## config.mk

```make
export PLATFORM = sky130hd
export DESIGN_NAME = prbs_descrambler_flat
export DESIGN_NICKNAME = d
export VERILOG_FILES = /design/src/rtl/prbs_descrambler_pkg.sv /design/src/rtl/prbs_descrambler_if.sv /design/src/rtl/prbs15_step8.sv /design/src/rtl/prbs_descrambler.sv /design/src/flat_wrapper.sv
export SDC_FILE = /design/constraint.sdc
export NUM_CORES = 1
export LEC_CHECK = 0
export BUFFER_PORTS_ARGS = -buffer_cell sky130_fd_sc_hd__buf_2
export CORE_ASPECT_RATIO = 0.6
export CORE_MARGIN = 4
export CORE_UTILIZATION = 35
export DETAILED_ROUTE_END_ITERATION = 8
export GPL_ROUTABILITY_DRIVEN = 0
export MAX_ROUTING_LAYER = met4
export SYNTH_ARGS = -nofsm -noshare
export SYNTH_HDL_FRONTEND = slang
export SYNTH_SLANG_ARGS = --single-unit
export TNS_END_PERCENT = 1
```

## constraint.sdc

```tcl
create_clock -name clk -period 2.5 [get_ports clk]
set_clock_uncertainty 0.05 [all_clocks]
set_input_delay 0.5 -clock clk [delete_from_list [all_inputs] [get_ports clk]]
set_output_delay 0.5 -clock clk [all_outputs]
set_load 0.01 [all_outputs]
```

## src/rtl/prbs_descrambler_pkg.sv

```systemverilog
// rtl/prbs_descrambler_pkg.sv - shared PRBS15 constants and FSM state type
// Used by the scrambler and descrambler so both ends agree on LFSR layout.
package prbs_descrambler_pkg;

    localparam int LFSR_W = 15;
    localparam int TAP_HI = 14;
    localparam int TAP_LO = 13;
    localparam logic [LFSR_W-1:0] SEED_DEFAULT_C = 15'h4A80;

    typedef enum logic {
        ST_IDLE = 1'b0,
        ST_RUN  = 1'b1
    } state_t;

endpackage

```

## src/rtl/prbs_descrambler_if.sv

```systemverilog
// rtl/prbs_descrambler_if.sv - frame control, byte stream handshakes and status
// master: frame source / byte producer / byte consumer (drives seed, frame_len,
//         frame_start, in_data, in_valid, out_ready)
// slave : the descrambler (drives in_ready, out_data, out_valid, busy, frame_done)
interface prbs_descrambler_if #(
    parameter int LEN_W = 16
);
    import prbs_descrambler_pkg::*;

    logic [LFSR_W-1:0] seed;
    logic [LEN_W-1:0]  frame_len;
    logic              frame_start;
    logic [7:0]        in_data;
    logic              in_valid;
    logic              in_ready;
    logic [7:0]        out_data;
    logic              out_valid;
    logic              out_ready;
    logic              busy;
    logic              frame_done;

    modport master (
        output seed, frame_len, frame_start, in_data, in_valid, out_ready,
        input  in_ready, out_data, out_valid, busy, frame_done
    );

    modport slave (
        input  seed, frame_len, frame_start, in_data, in_valid, out_ready,
        output in_ready, out_data, out_valid, busy, frame_done
    );

endinterface

```

## src/rtl/prbs15_step8.sv

```systemverilog
// rtl/prbs15_step8.sv - eight PRBS15 steps in one cycle plus keystream byte
// Ports: state_i (current LFSR), state_o (LFSR after 8 steps),
//        keystream_o (bit n = feedback of step n, LSB first).
module prbs15_step8
    import prbs_descrambler_pkg::*;
(
    input  logic [LFSR_W-1:0] state_i,
    output logic [LFSR_W-1:0] state_o,
    output logic [7:0]        keystream_o
);

    always_comb begin
        logic [LFSR_W-1:0] s;
        logic              fb;
        s           = state_i;
        keystream_o = 8'h00;
        for (int n = 0; n < 8; n++) begin
            fb             = s[TAP_HI] ^ s[TAP_LO];
            keystream_o[n] = fb;
            s              = {s[LFSR_W-2:0], fb};
        end
        state_o = s;
    end

endmodule

```

## src/rtl/prbs_descrambler.sv

```systemverilog
// rtl/prbs_descrambler.sv - framed PRBS15 byte descrambler with one-deep output register
// Ports: clk, rst (async active-low, release synchronised internally),
//        bus (slave modport: seed/frame_len/frame_start, in_* and out_* handshakes,
//        busy, frame_done).
module prbs_descrambler
    import prbs_descrambler_pkg::*;
#(
    parameter logic [LFSR_W-1:0] SEED_DEFAULT = SEED_DEFAULT_C,
    parameter int                LEN_W        = 16
) (
    input  logic                 clk,
    input  logic                 rst,
    prbs_descrambler_if.slave    bus
);

    // Assert asynchronously, release on the second clk edge.
    logic rst_meta_q;
    logic rst_sync_q;

    always_ff @(posedge clk or negedge rst) begin
        if (!rst) begin
            rst_meta_q <= 1'b0;
            rst_sync_q <= 1'b0;
        end else begin
            rst_meta_q <= 1'b1;
            rst_sync_q <= rst_meta_q;
        end
    end

    state_t            state_q, state_d;
    logic [LFSR_W-1:0] lfsr_q, lfsr_d;
    logic [LEN_W-1:0]  cnt_q, cnt_d;
    logic [7:0]        out_data_q, out_data_d;
    logic              out_valid_q, out_valid_d;
    logic              frame_done_q, frame_done_d;

    logic [LFSR_W-1:0] lfsr_step;
    logic [7:0]        keystream;
    logic [LFSR_W-1:0] load_seed;
    logic              in_ready;
    logic              accept;
    logic              last_byte;

    prbs15_step8 u_step (
        .state_i     (lfsr_q),
        .state_o     (lfsr_step),
        .keystream_o (keystream)
    );

    assign load_seed = (bus.seed == '0) ? SEED_DEFAULT : bus.seed;

    // frame_start blocks the input so a byte is never consumed with a stale key.
    assign in_ready  = (state_q == ST_RUN) && !bus.frame_start
                       && (!out_valid_q || bus.out_ready);
    assign accept    = in_ready && bus.in_valid;
    // Counter value 1 means this byte empties it; a load of 0 wraps to 2^LEN_W bytes.
    assign last_byte = accept && (cnt_q == LEN_W'(1));

    // FSM: state register
    always_ff @(posedge clk or negedge rst_sync_q) begin
        if (!rst_sync_q) begin
            state_q <= ST_IDLE;
        end else begin
            state_q <= state_d;
        end
    end

    // FSM: next state
    always_comb begin
        state_d = state_q;
        if (bus.frame_start) begin
            state_d = ST_RUN;
        end else if (last_byte) begin
            state_d = ST_IDLE;
        end
    end

    // FSM: outputs
    always_comb begin
        bus.busy       = (state_q == ST_RUN);
        bus.in_ready   = in_ready;
        bus.out_data   = out_data_q;
        bus.out_valid  = out_valid_q;
        bus.frame_done = frame_done_q;
    end

    // Datapath next state
    always_comb begin
        lfsr_d       = lfsr_q;
        cnt_d        = cnt_q;
        out_data_d   = out_data_q;
        out_valid_d  = out_valid_q;
        frame_done_d = 1'b0;

        if (bus.frame_start) begin
            lfsr_d = load_seed;
            cnt_d  = bus.frame_len;
        end else if (accept) begin
            lfsr_d       = lfsr_step;
            cnt_d        = cnt_q - LEN_W'(1);
            frame_done_d = last_byte;
        end

        // A pending byte survives frame_start; it only leaves via out_ready.
        if (accept) begin
            out_data_d  = bus.in_data ^ keystream;
            out_valid_d = 1'b1;
        end else if (bus.out_ready) begin
            out_valid_d = 1'b0;
        end
    end

    always_ff @(posedge clk or negedge rst_sync_q) begin
        if (!rst_sync_q) begin
            lfsr_q       <= SEED_DEFAULT;
            cnt_q        <= '0;
            out_data_q   <= 8'h00;
            out_valid_q  <= 1'b0;
            frame_done_q <= 1'b0;
        end else begin
            lfsr_q       <= lfsr_d;
            cnt_q        <= cnt_d;
            out_data_q   <= out_data_d;
            out_valid_q  <= out_valid_d;
            frame_done_q <= frame_done_d;
        end
    end

endmodule

```

## src/flat_wrapper.sv

```systemverilog
// flat-port wrapper written by rule: the top's interface ports become plain ports
module prbs_descrambler_flat import prbs_descrambler_pkg::*;
#(
    parameter logic [LFSR_W-1:0] SEED_DEFAULT = SEED_DEFAULT_C,
    parameter int                LEN_W        = 16
)
  (clk, rst, bus_seed, bus_frame_len, bus_frame_start, bus_in_data, bus_in_valid, bus_out_ready, bus_in_ready, bus_out_data, bus_out_valid, bus_busy, bus_frame_done);
  prbs_descrambler_if #(.LEN_W(LEN_W)) bus_i ();
  input  logic clk;
  input  logic rst;
  input wire logic [$bits(bus_i.seed)-1:0] bus_seed;
  input wire logic [$bits(bus_i.frame_len)-1:0] bus_frame_len;
  input wire logic [$bits(bus_i.frame_start)-1:0] bus_frame_start;
  input wire logic [$bits(bus_i.in_data)-1:0] bus_in_data;
  input wire logic [$bits(bus_i.in_valid)-1:0] bus_in_valid;
  input wire logic [$bits(bus_i.out_ready)-1:0] bus_out_ready;
  output wire logic [$bits(bus_i.in_ready)-1:0] bus_in_ready;
  output wire logic [$bits(bus_i.out_data)-1:0] bus_out_data;
  output wire logic [$bits(bus_i.out_valid)-1:0] bus_out_valid;
  output wire logic [$bits(bus_i.busy)-1:0] bus_busy;
  output wire logic [$bits(bus_i.frame_done)-1:0] bus_frame_done;
  assign bus_i.seed = bus_seed;
  assign bus_i.frame_len = bus_frame_len;
  assign bus_i.frame_start = bus_frame_start;
  assign bus_i.in_data = bus_in_data;
  assign bus_i.in_valid = bus_in_valid;
  assign bus_i.out_ready = bus_out_ready;
  assign bus_in_ready = bus_i.in_ready;
  assign bus_out_data = bus_i.out_data;
  assign bus_out_valid = bus_i.out_valid;
  assign bus_busy = bus_i.busy;
  assign bus_frame_done = bus_i.frame_done;
  prbs_descrambler #(.SEED_DEFAULT(SEED_DEFAULT), .LEN_W(LEN_W)) u_core (.clk(clk), .rst(rst), .bus(bus_i));
endmodule
```

==> results of run 1 <==
area by class of cell:
cell class,instances,area [um2],share of cell area
clock buffers,5,68.8,0.0246
clock inverters,3,42.5,0.0152
inverters,5,18.8,0.00671
multi-input cells,176,1140,0.407
flip-flops and latches,44,1110,0.396
well taps,84,105,0.0376
repair buffers,60,315,0.113
metal layers:
metal  track usage  share of wire  up-vias  wire length, um
met2         0.195           0.39       72             2360
met3        0.0359          0.078        7              474
met4        0.0413         0.0097        0               59
met5             -              0        -                0
li1              -              -      960                -
met1         0.262           0.53      910             3210
registers in the layout, summed over array words and instances, names as in the netlist:
name,flops
u_core.bus.frame_done,1
u_core.rst_sync_q,1
u_core.bus.out_valid,1
u_core.lfsr_q,15
u_core.cnt_q,16
u_core.rst_meta_q,1
u_core.bus.busy,1
u_core.bus.out_data,8
worst reg2reg max path, delay by kind of cell (launching register included):
kind                     cells  cell delay, ps
AO/OA/AOI/OAI                2             490
flip-flops                   1             450
AND/OR/NAND/NOR              2             470
adder cells (fa/ha/maj)      1             240
buffers and inverters        1              90
worst min-delay path by stage:
stage	from	depth (start not counted)	endpoint	slack, ps
after CTS	u_core.rst_meta_q	0	u_core.rst_sync_q	320
after global routing	u_core.rst_meta_q	0	u_core.rst_sync_q	330
after detailed placement	rst	1	u_core.rst_meta_q	240
final	u_core.rst_meta_q	0	u_core.rst_sync_q	320
after floorplan	rst	0	u_core.rst_meta_q	150
after global placement	rst	1	u_core.rst_meta_q	240
report_power, final:
part           total [mW]  switching (mW)  leakage [nW]  internal (mW)
Clock               0.557           0.261        0.0541          0.296
Sequential          0.909          0.0979         0.526          0.811
Combinational       0.380           0.206         0.650          0.174
Total                1.85           0.565          1.23           1.28
cells in the final DEF, fill, tap and decap left out, types with 3 or more instances in the layout:
cell | netlist | final
buf_2 | 2 | 55
nand2_1 | 41 | 41
dfrtp_1 | 40 | 39
o21ai_0 | 21 | 21
nor2_1 | 13 | 13
xor2_1 | 11 | 11
mux2i_1 | 11 | 11
xnor2_1 | 8 | 8
nand3_1 | 7 | 7
nor4_1 | 6 | 6
o311ai_0 | 6 | 6
o211ai_1 | 6 | 6
a31oi_1 | 6 | 6
inv_1 | 5 | 5
clkbuf_8 | 0 | 5
nand4_1 | 4 | 4
buf_4 | 1 | 4
dfstp_2 | 4 | 4
nor3_1 | 4 | 3
o311ai_1 | 3 | 3
a221o_1 | 3 | 3
cell families after synthesis:
logic type / Yosys count / synth area share
mux: 12 / 0.0524
simple gates: 94 / 0.214
other cells: 1 / 0.00162
compound gates: 48 / 0.139
xor+xnor: 19 / 0.0719
buf+inv: 16 / 0.0319
flops: 44 / 0.478
fa+ha+maj: 2 / 0.0108
what timing repair did:
action	4_1_cts	5_1_grt
hold endpoints to repair	2	0
hold buffers	1	0
buffers inserted	0	0
metrics by stage:
stage,utilization,hold slack [ps],std cells,power (mW),setup WS (ps)
final,0.448,316,377,1.85,581
after global placement,0.428,236,368,1.30,602
after global routing,0.448,331,377,1.95,419
after floorplan,-,154,236,1.15,795
after CTS,0.448,317,377,1.86,590
after detailed placement,0.428,237,368,1.30,542
==> flow_metrics.tcl, run 1 <==
set metrics [dict create \
    outcome "finished clean" \
    clockBufferDepth 2 \
    slew_violations 0 \
    path_delay_family "compound AO/OA/AOI/OAI gates" \
    grt_pass1_vias 1835 \
    rows 22 \
    drc 0 \
    dp_hpwl_um 4440 \
    syn_nets 282 \
    grt_antenna_before_repair 0 \
    cts.htree.levels 2 \
    final_area_um2 2800 \
    wl_per_cell_um 16.2 \
    ys_top_cells_by_count "nand2_1, dfrtp_1, o21ai_0, nor2_1" \
    drt_pass1_iterations 4 \
    n_antenna_cell 0 \
    drv_cap 0 \
    grt_max_degree 43 \
    grt_overflow_total 0 \
    arrival_ps 2040 \
    dpl_cell_area_um2 2680 \
    antenna_left 0 \
    cp.depth 6 \
    period_share 0.768 \
    numCtsBuffers 5 \
    crit_path_end "u_core.cnt_q[14]" \
    crit_path_cell_trace "inv_1 > ha_1 > and2_1 > nand3_1 > o311ai_1 > o311ai_1" \
    vias_per_cell 5.17 \
    cts_resized 0 \
    synth.most_common_cell "nand2_1" \
    initial_core_util 0.370 \
    yosysTopAreaCellShare 0.432 \
    timing.rr.start "u_core.cnt_q[0]" \
    rsz0062_at_grt "false" \
    clkLatencyLatePin_ps 300 \
    period_needed_ps 1920 \
    crit_type "register to register" \
    ir_worst_vdd_mv 0.327 \
    cts_tree "yes" \
    cellLeakagePower_nw 1.23 \
    fill_cells 631 \
    cpMaxStageDelayCell "dfrtp_1" \
    setup_tns_ps 0 \
    tightest_slew_ps 923 \
    max_stage_delay_ps 450 \
    io_pins 56 \
    netlist_top_cells_area "dfrtp_1, nand2_1, mux2i_1" \
    path_clk_slew_ps 90 \
    setup_violations 0 \
    grt_use_total 0.162 \
    worst-path-buf-inv 1 \
    cp_data_required_time_ps 2620 \
    end_kind "register" \
    fmax_mhz 521 \
    drt_iter0_drc 128 \
    yosysTopAreaCell "dfrtp_1" \
    ff2ff_path_depth 6 \
    yosys_register_bits 44 \
    fp.dieH_um 71.0 \
    final_nets 338 \
    async_flop_share 1.00 \
    layout-drive-gt1-share 0.276 \
    wl_um 6100 \
    cpMostUsedCell "o311ai_1" \
    maxSlewHeadroom 0.385 \
    setup.worst_path.start "u_core.cnt_q[0]" \
    synth_edf_count 0 \
    hold_class "register to register" \
    cts.sinks 44 \
    syn-mean-instance-area_um2 9.81 \
    grt_pass1_wl_um 9940 \
    port_buffers 55 \
    p_per_area_nw_per_um2 660 \
    fp.dieArea_um2 8020 \
    synthCells 236 \
    num_vias 1949 \
    r2r-end "u_core.cnt_q[14]" \
    cp_max_fo 6 \
    regToRegSetupSlack_ps 580 \
    finalHoldViolCount 0 \
    yosys.cell_types.count 42 \
    setup.worst_path.start_class "register" \
    yosysWarnings 0 \
    synth_ff_type "dfrtp_1" \
    root_buffer "clkbuf_8" \
    core_um2 6250 \
    die_width_um 113 \
    synth_seq_area_share 0.478 \
    syn2layout_area_growth_pct 20.9 \
    synthesis.area_um2 2310 \
]
Power figures use the tool's default switching activity.
==> inputs of run 2 (changes only) <==
--- a/config.mk
+++ b/config.mk
@@ -5,6 +5,7 @@
 export SDC_FILE = /design/constraint.sdc
 export NUM_CORES = 1
 export LEC_CHECK = 0
+export ABC_AREA = 1
 export BUFFER_PORTS_ARGS = -buffer_cell sky130_fd_sc_hd__buf_2
 export CORE_ASPECT_RATIO = 0.6
 export CORE_MARGIN = 4
==> constraint.sdc (replaced) <==
create_clock -name clk -period 2 [get_ports clk]
set_clock_uncertainty 0.05 [all_clocks]
set_input_delay 0.4 -clock clk [delete_from_list [all_inputs] [get_ports clk]]
set_output_delay 0.4 -clock clk [all_outputs]
set_load 0.01 [all_outputs]
==> run 2 against run 1 <==
Setup slack worse by 290 ps. Count of clock-buffer cells in the layout up 1. Sequential cell count unchanged. Register-to-register slack worse by 290 ps. Final cell count up 39%. Clock power up 75%. Combinational power up 67%. Non-clock buffer count unchanged. Critical endpoint is now u_core.cnt_q[10]. Largest cell class unchanged.
==> flow_metrics.tcl, run 2 <==
set metrics [dict create \
    port_buffers 55 \
    dp_slack_ps 297 \
    vias_per_cell 4.53 \
    cp_max_fo 6 \
    final_common_cell "nand2_1" \
    yosysTopAreaCellShare 0.386 \
    antenna_left 0 \
    final_nets 470 \
    fmax_mhz 586 \
    synth_seq_area_share 0.426 \
    layout-drive-gt1-share 0.191 \
    path_clk_slew_ps 60 \
    syn2layout_area_growth_pct 21.2 \
    syn-mean-instance-area_um2 7.05 \
    period_share 0.854 \
    largest_reg_flops 16 \
    cts_tree "yes" \
    arrival_ps 1840 \
    synthCells 368 \
    synth_edf_count 0 \
    core_um2 6940 \
    fin_ws_ps 293 \
    crit_type "register to register" \
    cellLeakagePower_nw 1.65 \
    final_util 0.453 \
    wl_per_cell_um 12.1 \
    grt_use_total 0.163 \
    setup_tns_ps 0 \
    setup.worst_path.start "u_core.cnt_q[0]" \
    synthesis.area_um2 2590 \
    n_antenna_cell 0 \
    io_pins 56 \
    maxSlewHeadroom 0.634 \
    rsz0062_at_grt "false" \
    num_vias 2378 \
    grt_max_degree 43 \
    seqPwrFrac 0.420 \
    power_frac_clock 0.351 \
    period_needed_ps 1710 \
    yosys_register_bits 44 \
    combPwrFrac 0.229 \
    dpl_cell_area_um2 2960 \
    grt_antenna_before_repair 0 \
    grt_pass1_vias 2366 \
    outcome "finished clean" \
    end_kind "register" \
    hold_class "input pin to register" \
    p_per_area_nw_per_um2 881 \
    yosysTopAreaCell "dfrtp_1" \
    hold_slack_ps 254 \
    grt_overflow_total 0 \
    synth.most_common_cell "nand2_1" \
    final_area_um2 3140 \
    drv_cap 0 \
    cp_data_required_time_ps 2130 \
    drc 0 \
    grt_pass1_wl_um 11100 \
    ir_worst_vdd_mv 0.335 \
    drt_pass1_iterations 4 \
    cts_resized 0 \
    power_switching_uw 840 \
    switching_share 0.303 \
    fp.dieArea_um2 8900 \
    stdcell_count 525 \
    wl_um 6350 \
    dp_cells 516 \
    finalHoldViolCount 0 \
    netlist_top_cells_area "dfrtp_1, nand2_1, nand3_1" \
    setup.worst_path.start_class "register" \
    numCtsBuffers 5 \
    drt_iter0_drc 130 \
    clkLatencyLatePin_ps 290 \
    clockBufferDepth 2 \
    total_power_mw 2.77 \
    async_flop_share 1.00 \
    synth_ff_type "dfrtp_1" \
    syn_nets 414 \
    largest_register "u_core.cnt_q" \
    yosysWarnings 0 \
    fp.dieH_um 74.7 \
    tightest_slew_ps 550 \
    dp_hpwl_um 4780 \
    cts.sinks 44 \
    hp-start "bus_out_ready" \
    die_width_um 119 \
    timing.rr.start "u_core.cnt_q[0]" \
    rows 23 \
    root_buffer "clkbuf_16" \
    yosys.cell_types.count 25 \
    cts.htree.levels 2 \
    p_int_mw 1.93 \
    setup_violations 0 \
    ys_top_cells_by_count "nand2_1, dfrtp_1, nand3_1, nor2_1, inv_1" \
    initial_core_util 0.374 \
    final_cell_mix "nand2_1, buf_2, dfrtp_1" \
    slew_violations 0 \
]
-- run 2: final cells by class --
class / count / area [um2]
inverter: 38 / 145
clock inverter: 2 / 38.8
tap: 100 / 125
sequential: 44 / 1110
fill: 718 / 3790
timing repair buffer: 60 / 315
multi-input combinational: 275 / 1270
clock buffer: 6 / 139
-- run 2: path summary, 6_finish.rpt --
path,end,slack [ps],depth (start not counted)
worst max register to register,u_core.cnt_q[10],290,7
max in group asynchronous,u_core.cnt_q[5],1240,1
min in group asynchronous,u_core.lfsr_q[4],270,1
worst max-delay path,u_core.cnt_q[10],290,7
worst min-delay path,u_core.bus.out_valid,250,2
worst min register to register,u_core.lfsr_q[4],270,1
-- run 2: layer usage --
metal  vias to the layer above  GRT usage  wire length, um
li1                       1249          -                -
met1                      1066      0.239             3530
met2                        58      0.228             2440
met3                         5     0.0330              323
met4                         0     0.0462               57
met5                         -          -                0
-- run 2: worst max-delay path: stages (launching register included) --
cell	delay, ps
dfrtp_1	400
inv_1	110
ha_1	200
nand2_1	130
nor2_1	410
nand3_1	130
nand3_1	120
nand2_1	50
-- run 2: cells by family after synthesis --
logic type | count (synthesis) | share of synthesized area
AND/OR/NAND/NOR | 219 | 0.348
buffers and inverters | 49 | 0.0829
flip-flops | 44 | 0.426
AO/OA/AOI/OAI | 34 | 0.0675
XOR/XNOR | 18 | 0.0608
adder cells (fa/ha/maj) | 2 | 0.00964
other | 1 | 0.00145
multiplexers | 1 | 0.00386
-- run 2: power groups by stage --
stage | clock [mW] | combinational, mW | sequential [mW]
finish | 0.973 | 0.635 | 1.16
global route | 1.03 | 0.742 | 1.18
CTS | 0.993 | 0.644 | 1.16
detailed placement | 0 | 0.640 | 1.17
global placement | 0 | 0.631 | 1.17
floorplan | 0 | 0.409 | 1.19
-- run 2: what timing repair did --
item                      in CTS  in global routing
setup buffers                  0                  0
hold buffers                   1                  0
hold endpoints to repair       2                  0
